[src/rtl/sync_fifo_pkg.sv]
// Shared types and helpers for the single-clock level FIFO: level width,
// threshold range check and the level -> flag mapping used by reset and next-state logic.
package sync_fifo_pkg;

   typedef struct packed {
      logic full;
      logic empty;
      logic almost_full;
      logic almost_empty;
   } fifo_flags_t;

   // Level counts 0..DEPTH inclusive, so one bit wider than the address.
   function automatic int unsigned level_width(input int unsigned size_log2);
      return size_log2 + 1;
   endfunction

   function automatic bit thresh_ok(input int unsigned depth,
                                    input int unsigned afull,
                                    input int unsigned aempty);
      return (afull >= 1) && (afull <= depth) && (aempty <= depth - 1);
   endfunction

   function automatic fifo_flags_t compute_flags(input int unsigned level,
                                                 input int unsigned depth,
                                                 input int unsigned afull,
                                                 input int unsigned aempty);
      fifo_flags_t f;
      f.full         = (level == depth);
      f.empty        = (level == 0);
      f.almost_full  = (level >= afull);
      f.almost_empty = (level <= aempty);
      return f;
   endfunction

endpackage

[src/rtl/sync_fifo_mem.sv]
// DEPTH x WIDTH storage with one write port and one registered read port.
// Storage is never reset; only the read data register is.
module sync_fifo_mem #(
   parameter int unsigned WIDTH = 8,
   parameter int unsigned AW    = 5
) (
   input  logic             clk_i,
   input  logic             rst_i,
   input  logic             we_i,
   input  logic [AW-1:0]    waddr_i,
   input  logic [WIDTH-1:0] wdata_i,
   input  logic             re_i,
   input  logic [AW-1:0]    raddr_i,
   output logic [WIDTH-1:0] rdata_o
);

   localparam int unsigned DEPTH = 2 ** AW;

   logic [WIDTH-1:0] mem_q [DEPTH];
   logic [WIDTH-1:0] rdata_q;

   always_ff @(posedge clk_i) begin
      if (we_i) begin
         mem_q[waddr_i] <= wdata_i;
      end
   end

   always_ff @(posedge clk_i or posedge rst_i) begin
      if (rst_i) begin
         rdata_q <= '0;
      end else if (re_i) begin
         rdata_q <= mem_q[raddr_i];
      end
   end

   assign rdata_o = rdata_q;

endmodule

[src/rtl/sync_fifo_level.sv]
// Single-clock FIFO with registered flags, occupancy level and sticky error flags.
// Define SYNC_FIFO_LEVEL_SVA_EN to compile in embedded concurrent assertions.
module sync_fifo_level
   import sync_fifo_pkg::*;
#(
   parameter int unsigned WIDTH         = 8,
   parameter int unsigned SIZE_LOG2     = 5,
   parameter int unsigned AFULL_THRESH  = (2 ** SIZE_LOG2) - 2,
   parameter int unsigned AEMPTY_THRESH = 2
) (
   input  logic                 clk,
   input  logic                 rst,
   input  logic                 p_write_en,
   input  logic [WIDTH-1:0]     p_write_data,
   output logic                 p_write_full,
   input  logic                 p_read_en,
   output logic [WIDTH-1:0]     p_read_data,
   output logic                 p_read_empty,
   output logic [SIZE_LOG2:0]   p_level,
   output logic                 p_almost_full,
   output logic                 p_almost_empty,
   output logic                 p_overflow,
   output logic                 p_underflow
);

   localparam int unsigned DEPTH = 2 ** SIZE_LOG2;
   localparam int unsigned LW    = level_width(SIZE_LOG2);
   localparam fifo_flags_t RST_FLAGS =
      compute_flags(0, DEPTH, AFULL_THRESH, AEMPTY_THRESH);

   logic [LW-1:0] wptr_q, wptr_d;
   logic [LW-1:0] rptr_q, rptr_d;
   logic [LW-1:0] level_q, level_d;
   fifo_flags_t   flags_q, flags_d;
   logic          ovf_q, ovf_d;
   logic          unf_q, unf_d;
   logic          write_acc;
   logic          read_acc;

   // Acceptance uses the registered flags, so a full FIFO rejects a write
   // even when a read in the same cycle frees a slot.
   always_comb begin
      write_acc = p_write_en & ~flags_q.full;
      read_acc  = p_read_en & ~flags_q.empty;
      wptr_d    = wptr_q + LW'(write_acc);
      rptr_d    = rptr_q + LW'(read_acc);
      level_d   = level_q + LW'(write_acc) - LW'(read_acc);
      flags_d   = compute_flags(32'(level_d), DEPTH, AFULL_THRESH, AEMPTY_THRESH);
      ovf_d     = ovf_q | (p_write_en & flags_q.full);
      unf_d     = unf_q | (p_read_en & flags_q.empty);
   end

   always_ff @(posedge clk or posedge rst) begin
      if (rst) begin
         wptr_q  <= '0;
         rptr_q  <= '0;
         level_q <= '0;
         flags_q <= RST_FLAGS;
         ovf_q   <= 1'b0;
         unf_q   <= 1'b0;
      end else begin
         wptr_q  <= wptr_d;
         rptr_q  <= rptr_d;
         level_q <= level_d;
         flags_q <= flags_d;
         ovf_q   <= ovf_d;
         unf_q   <= unf_d;
      end
   end

   sync_fifo_mem #(
      .WIDTH (WIDTH),
      .AW    (SIZE_LOG2)
   ) u_mem (
      .clk_i   (clk),
      .rst_i   (rst),
      .we_i    (write_acc),
      .waddr_i (wptr_q[SIZE_LOG2-1:0]),
      .wdata_i (p_write_data),
      .re_i    (read_acc),
      .raddr_i (rptr_q[SIZE_LOG2-1:0]),
      .rdata_o (p_read_data)
   );

   assign p_write_full   = flags_q.full;
   assign p_read_empty   = flags_q.empty;
   assign p_almost_full  = flags_q.almost_full;
   assign p_almost_empty = flags_q.almost_empty;
   assign p_level        = level_q;
   assign p_overflow     = ovf_q;
   assign p_underflow    = unf_q;

`ifdef SYNC_FIFO_LEVEL_SVA_EN
   localparam bit THRESH_OK = thresh_ok(DEPTH, AFULL_THRESH, AEMPTY_THRESH);

   a_thresh_range: assert property (@(posedge clk) THRESH_OK);

   a_wptr_inc: assert property (@(posedge clk) disable iff (rst)
      write_acc |=> (wptr_q == $past(wptr_q) + LW'(1)));
   a_wptr_hold: assert property (@(posedge clk) disable iff (rst)
      !write_acc |=> $stable(wptr_q));
   a_rptr_inc: assert property (@(posedge clk) disable iff (rst)
      read_acc |=> (rptr_q == $past(rptr_q) + LW'(1)));
   a_rptr_hold: assert property (@(posedge clk) disable iff (rst)
      !read_acc |=> $stable(rptr_q));

   a_level_ptr: assert property (@(posedge clk) disable iff (rst)
      level_q == LW'(wptr_q - rptr_q));
   a_level_max: assert property (@(posedge clk) disable iff (rst)
      32'(level_q) <= DEPTH);

   a_flags: assert property (@(posedge clk) disable iff (rst)
      flags_q == compute_flags(32'(level_q), DEPTH, AFULL_THRESH, AEMPTY_THRESH));

   a_no_x: assert property (@(posedge clk) disable iff (rst)
      !$isunknown({p_write_full, p_read_empty, p_level, p_almost_full,
                   p_almost_empty, p_overflow, p_underflow, p_read_data}));
`endif

endmodule

[config.mk]
export PLATFORM = sky130hd
export DESIGN_NAME = sync_fifo_level
export DESIGN_NICKNAME = d
export VERILOG_FILES = /design/src/rtl/sync_fifo_pkg.sv /design/src/rtl/sync_fifo_mem.sv /design/src/rtl/sync_fifo_level.sv
export SDC_FILE = /design/constraint.sdc
export NUM_CORES = 1
export LEC_CHECK = 0
export ABC_AREA = 1
export CAP_MARGIN = 20
export CORE_MARGIN = 8
export CORE_UTILIZATION = 50
export CTS_BUF_LIST = sky130_fd_sc_hd__clkbuf_4 sky130_fd_sc_hd__clkbuf_8
export DETAILED_ROUTE_END_ITERATION = 16
export GPL_TIMING_DRIVEN = 0
export PLACE_DENSITY = 0.67
export SKIP_CTS_REPAIR_TIMING = 1
export SLEW_MARGIN = 10
export SYNTH_ARGS = -nofsm -noshare
export SYNTH_HDL_FRONTEND = slang
export SYNTH_SLANG_ARGS = --single-unit
[constraint.sdc]
create_clock -name clk -period 6.7 [get_ports clk]
set_clock_uncertainty 0.15 [all_clocks]
set_input_delay 0.67 -clock clk [delete_from_list [all_inputs] [get_ports clk]]
set_output_delay 0.67 -clock clk [all_outputs]
set_load 0.05 [all_outputs]
* Word-level counts from Yosys, hierarchy flattened
Memory sizes are Yosys's and may differ from the RTL's. A register that Yosys moved wholly into a read port is not among the register bits.
Index checks and enable logic that the tools add are counted.
** Storage, ports and cells
- RAM bits :: 256
- Register bits after elaboration :: 24
- Logic and storage cells :: 28
- Output and inout port bits :: 20
- Memories :: 1
** Memory list
- u_mem.mem_q :: words 32, width 8, rd ports 1, clocked after Yosys merged registers in 1, write ports 1, line sync_fifo_mem.sv:19 : logic [WIDTH-1:0] mem_q [DEPTH];
** Cells by class
- Equal/unequal tests :: 1
- Muxes and demuxes :: 2
- Bitwise logic cells :: 8
- $lt $le $gt $ge :: 2
- Reductions and logical operators :: 1
- $add $sub $neg :: 4
** Operators by type and width (number)
- $add 6x1->6 :: 3
- $eq 6x6->1 const B :: 1
- $ge 6x5->1 const B :: 1
- $le 6x2->1 const B :: 1
- $logic_not 6->1 :: 1
- $sub 6x1->6 :: 1
- $and 1x1->1 :: 4
- $mux 1 :: 2
- $not 1->1 :: 2
- $or 1x1->1 :: 2

* Logic depth before layout (Yosys ltp)
- Depth after elaboration :: 5
- Mapped depth :: 13
- Depth with buffers taken out :: 13

* Hierarchy
A second synthesis with hierarchy kept.
** Second synthesis, totals
- Cell total of the unflattened synthesis :: 1025
- Area total of the unflattened synthesis :: 11913.9 sq um
** By module, submodules not included
- sync_fifo_mem :: area each 10866.7 sq um, cells each 925, times used 1
- sync_fifo_level :: area each 1047.3 sq um, cells each 100, times used 1

* Worst setup path after synthesis
Ideal clock, no wire load.
- Path kind :: register -> register
- From :: reg flags_q (netlist bit p_read_empty)
- To :: reg flags_q (netlist bit p_write_full)
- Stages on the path, launching flop included :: 13
- Clock period less this slack :: 2.644 ns
- Slack :: 4.056 ns
- Buffers on the path :: 1
- Arrival :: 2.377 ns
- Cells stage by stage :: dfstp_2 -> nor2_1 -> clkbuf_1 -> o21ai_0 -> nand2_1 -> ha_1 -> fa_1 -> nand3_1 -> nand3_1 -> xor2_1 -> inv_1 -> nand2_1 -> nor2_1
** RTL lines
- start, declared :: line sync_fifo_level.sv:34 : fifo_flags_t flags_q, flags_d;
- start signal, assigned :: line sync_fifo_level.sv:65 : flags_q <= flags_d;

==> flow_summary.ini <==
[critical_path]
critPathMostFrequentCell = nand3_1
cp_cell_sequence = clkdlybuf4s50_1 -> inv_1 -> nor2_1 -> clkbuf_1 -> o21ai_0 -> nand2_1 -> ha_1 -> fa_1 -> nand3_1 -> nand3_1 -> xor2_1 -> nand3_1 -> o21ai_0
path_class = in -> reg
cp.arrival_ns = 3.38
reg2reg_depth = 11
slowest_delay_ns = 0.47
path_buf_inv = 3
cp_top_family = buffers and inverters
end_kind = flip-flop
start_kind = input pin
r2r_slack_ns = 3.87
cp_max_fo = 10
r2r-start = p_read_empty$_DFF_PP1_
cp_data_required_time_ns = 7.01
crit_slowest_cell = clkdlybuf4s50_1
r2r_end = p_almost_full$_DFF_PP0_
cp-startpoint = p_read_en

[yosys]
syn-cell-area_um2 = 12200
synth_mux_area_frac = 0
avgSynthCellArea_um2 = 10.6
synth.distinct_cells = 23
yosysSeqAreaShare = 0.694
ys_ff_latch = 286
syn-num-nets = 1165
synthXorXnorAreaFrac = 0.00865
synth_compound_area_frac = 0.0126
synthAdderAreaFrac = 0.00988
synth_top_family_by_area = simple AND/OR/NAND/NOR gates
yosys.area_share.simple = 0.212
yosys_warnings = 0
syn_inst = 1144

[routing]
vias_per_cell = 5.23
wl_per_cell_um = 18.5
drt-initial-drc-count = 1042
routed_wl_mm = 29.5
antenna_left = 0
firstDrtPassIters = 7
num_vias = 8308
drc = 0

[clock_network]
cts.htree.levels = 2
cts_buffer_depth = 3
clk_latency_ns = 0.57
clock-sinks = 286
path_clk_slew_ns = 0.06
root_buffer = clkbuf_8
cts_buffers = 47
cts_tree = yes

[timing]
hold_viol = 0
fin_ws_ns = 3.63
finalCriticalPeriod_ns = 3.07
fmax_ghz = 0.325
setup_viol = 0
fin_crit_sh = 0.459
grt_setup_unrepaired = no
timing.hold.ws_ns = 0.308
slew_violations = 0
tns_ns = 0
worst_pin_slew_ns = 0.882
slew_headroom = 0.410

[floorplan]
io_pins = 32
die_w_um = 172
die-area_um2 = 29600
core_um2 = 24100
initial_core_util = 0.504
row_count = 57
die_y_um = 172

[global_route]
grt.overflow.total = 0
antenna_found_initial = 0
grt_max_degree = 33
grt_pass1_vias = 7820
grt_pass1_wl_mm = 45.0
grtUsageTotal = 0.204

[worst_hold_path]
hold_path_end = p_overflow$_DFF_PP0_
hp-class = reg -> reg
worstHoldStart = p_overflow$_DFF_PP0_
holdPathStages = 1

[run]
maxCapViolCount = 0

[finish]
ff_latch_area_um2 = 8440
instances_no_fill = 1588
final_cell_mix = nand2_1, edfxtp_1, nand3_1
num_antenna_cells = 0
multi_input_area_um2 = 2950
layout_commonest_cell = nand2_1
fill_cells = 2056
area.growth.synth_to_final_pct = 13.6
drive_above_1_share = 0.0997
nNetsFinal = 1248

[place]
port_buffers = 31
gp_congestion = 0.919
pre_cts_ws_ns = 3.11
dp_cells = 1502
hpwl_mm = 19.8

[outcome]
outcome = finished, final reports clean

[power_and_ir_drop]
p_leak_nw = 5.68
power.density_nw_per_um2 = 443
max-vdd-ir-drop_v = 0.000449
worst max path at each step:
stage	endpoint	slack, ns	depth (start not counted)
floorplan	p_write_full$_DFF_PP0_	4.06	12
global placement	p_write_full$_DFF_PP0_	3.16	14
detailed placement	p_almost_full$_DFF_PP0_	3.11	13
CTS	p_almost_full$_DFF_PP0_	3.67	13
global route	p_almost_full$_DFF_PP0_	3.44	13
finish	p_almost_full$_DFF_PP0_	3.63	13
cell usage after synthesis:
master | number | area [µm²]
inv_1 | 124 | 465
nand4_1 | 1 | 6.26
clkinv_1 | 4 | 15.0
buf_1 | 3 | 11.3
edfxtp_1 | 256 | 7690
xor2_1 | 11 | 96.3
nand2_1 | 363 | 1360
buf_2 | 25 | 125
nand3_1 | 174 | 871
inv_2 | 3 | 11.3
dfrtp_1 | 28 | 701
buf_6 | 2 | 22.5
dfstp_2 | 2 | 52.6
ha_1 | 8 | 100
clkbuf_1 | 10 | 37.5
xnor2_1 | 1 | 8.76
o21ai_0 | 10 | 50.1
buf_4 | 10 | 75.1
o21bai_1 | 1 | 7.51
fa_1 | 1 | 20.0
a21oi_1 | 16 | 80.1
nor2_1 | 89 | 334
a21o_1 | 2 | 15.0
layer usage:
layer	GRT usage	wire length, µm
met5	0	0
met3	0.0452	2750
met2	0.316	13500
met1	0.281	12400
met4	0.0753	753
flip-flops by register name (all words and copies together) (netlist names):
signal          count
rptr_q              5
p_almost_full       1
p_read_empty        1
p_almost_empty      1
p_overflow          1
u_mem.rdata_o       8
p_write_full        1
wptr_q              5
p_underflow         1
u_mem.mem_q       256
p_level             6
report_power, final:
| part | internal [mW] | switching, mW |
|---|---|---|
| logic | 0.711 | 1.73 |
| clock network | 0.793 | 0.657 |
| registers | 2.14 | 0.0861 |
per-stage QoR:
step,util,area (µm²),total power [mW]
after floorplan,-,12200,3.87
after global routing,0.573,13800,6.45
after CTS,0.573,13800,6.11
final,0.573,13800,6.12
after detailed placement,0.535,12900,4.67
after global placement,0.534,12900,4.63
layout make-up:
class                   count  area share
plain buffers              50      0.0197
clock buffers              70      0.0603
clock inverters            16     0.00498
inverters                 131      0.0356
multi-input cells         677       0.214
flip-flops and latches    286       0.611
well taps                 324      0.0294
repair buffers             34      0.0251
cell families after synthesis:
kind of cell	count (synthesis)
compound gates	29
xor+xnor	12
fa+ha+maj	9
buf+inv	181
flops	286
simple gates	627
Power figures use the tool's default switching activity.
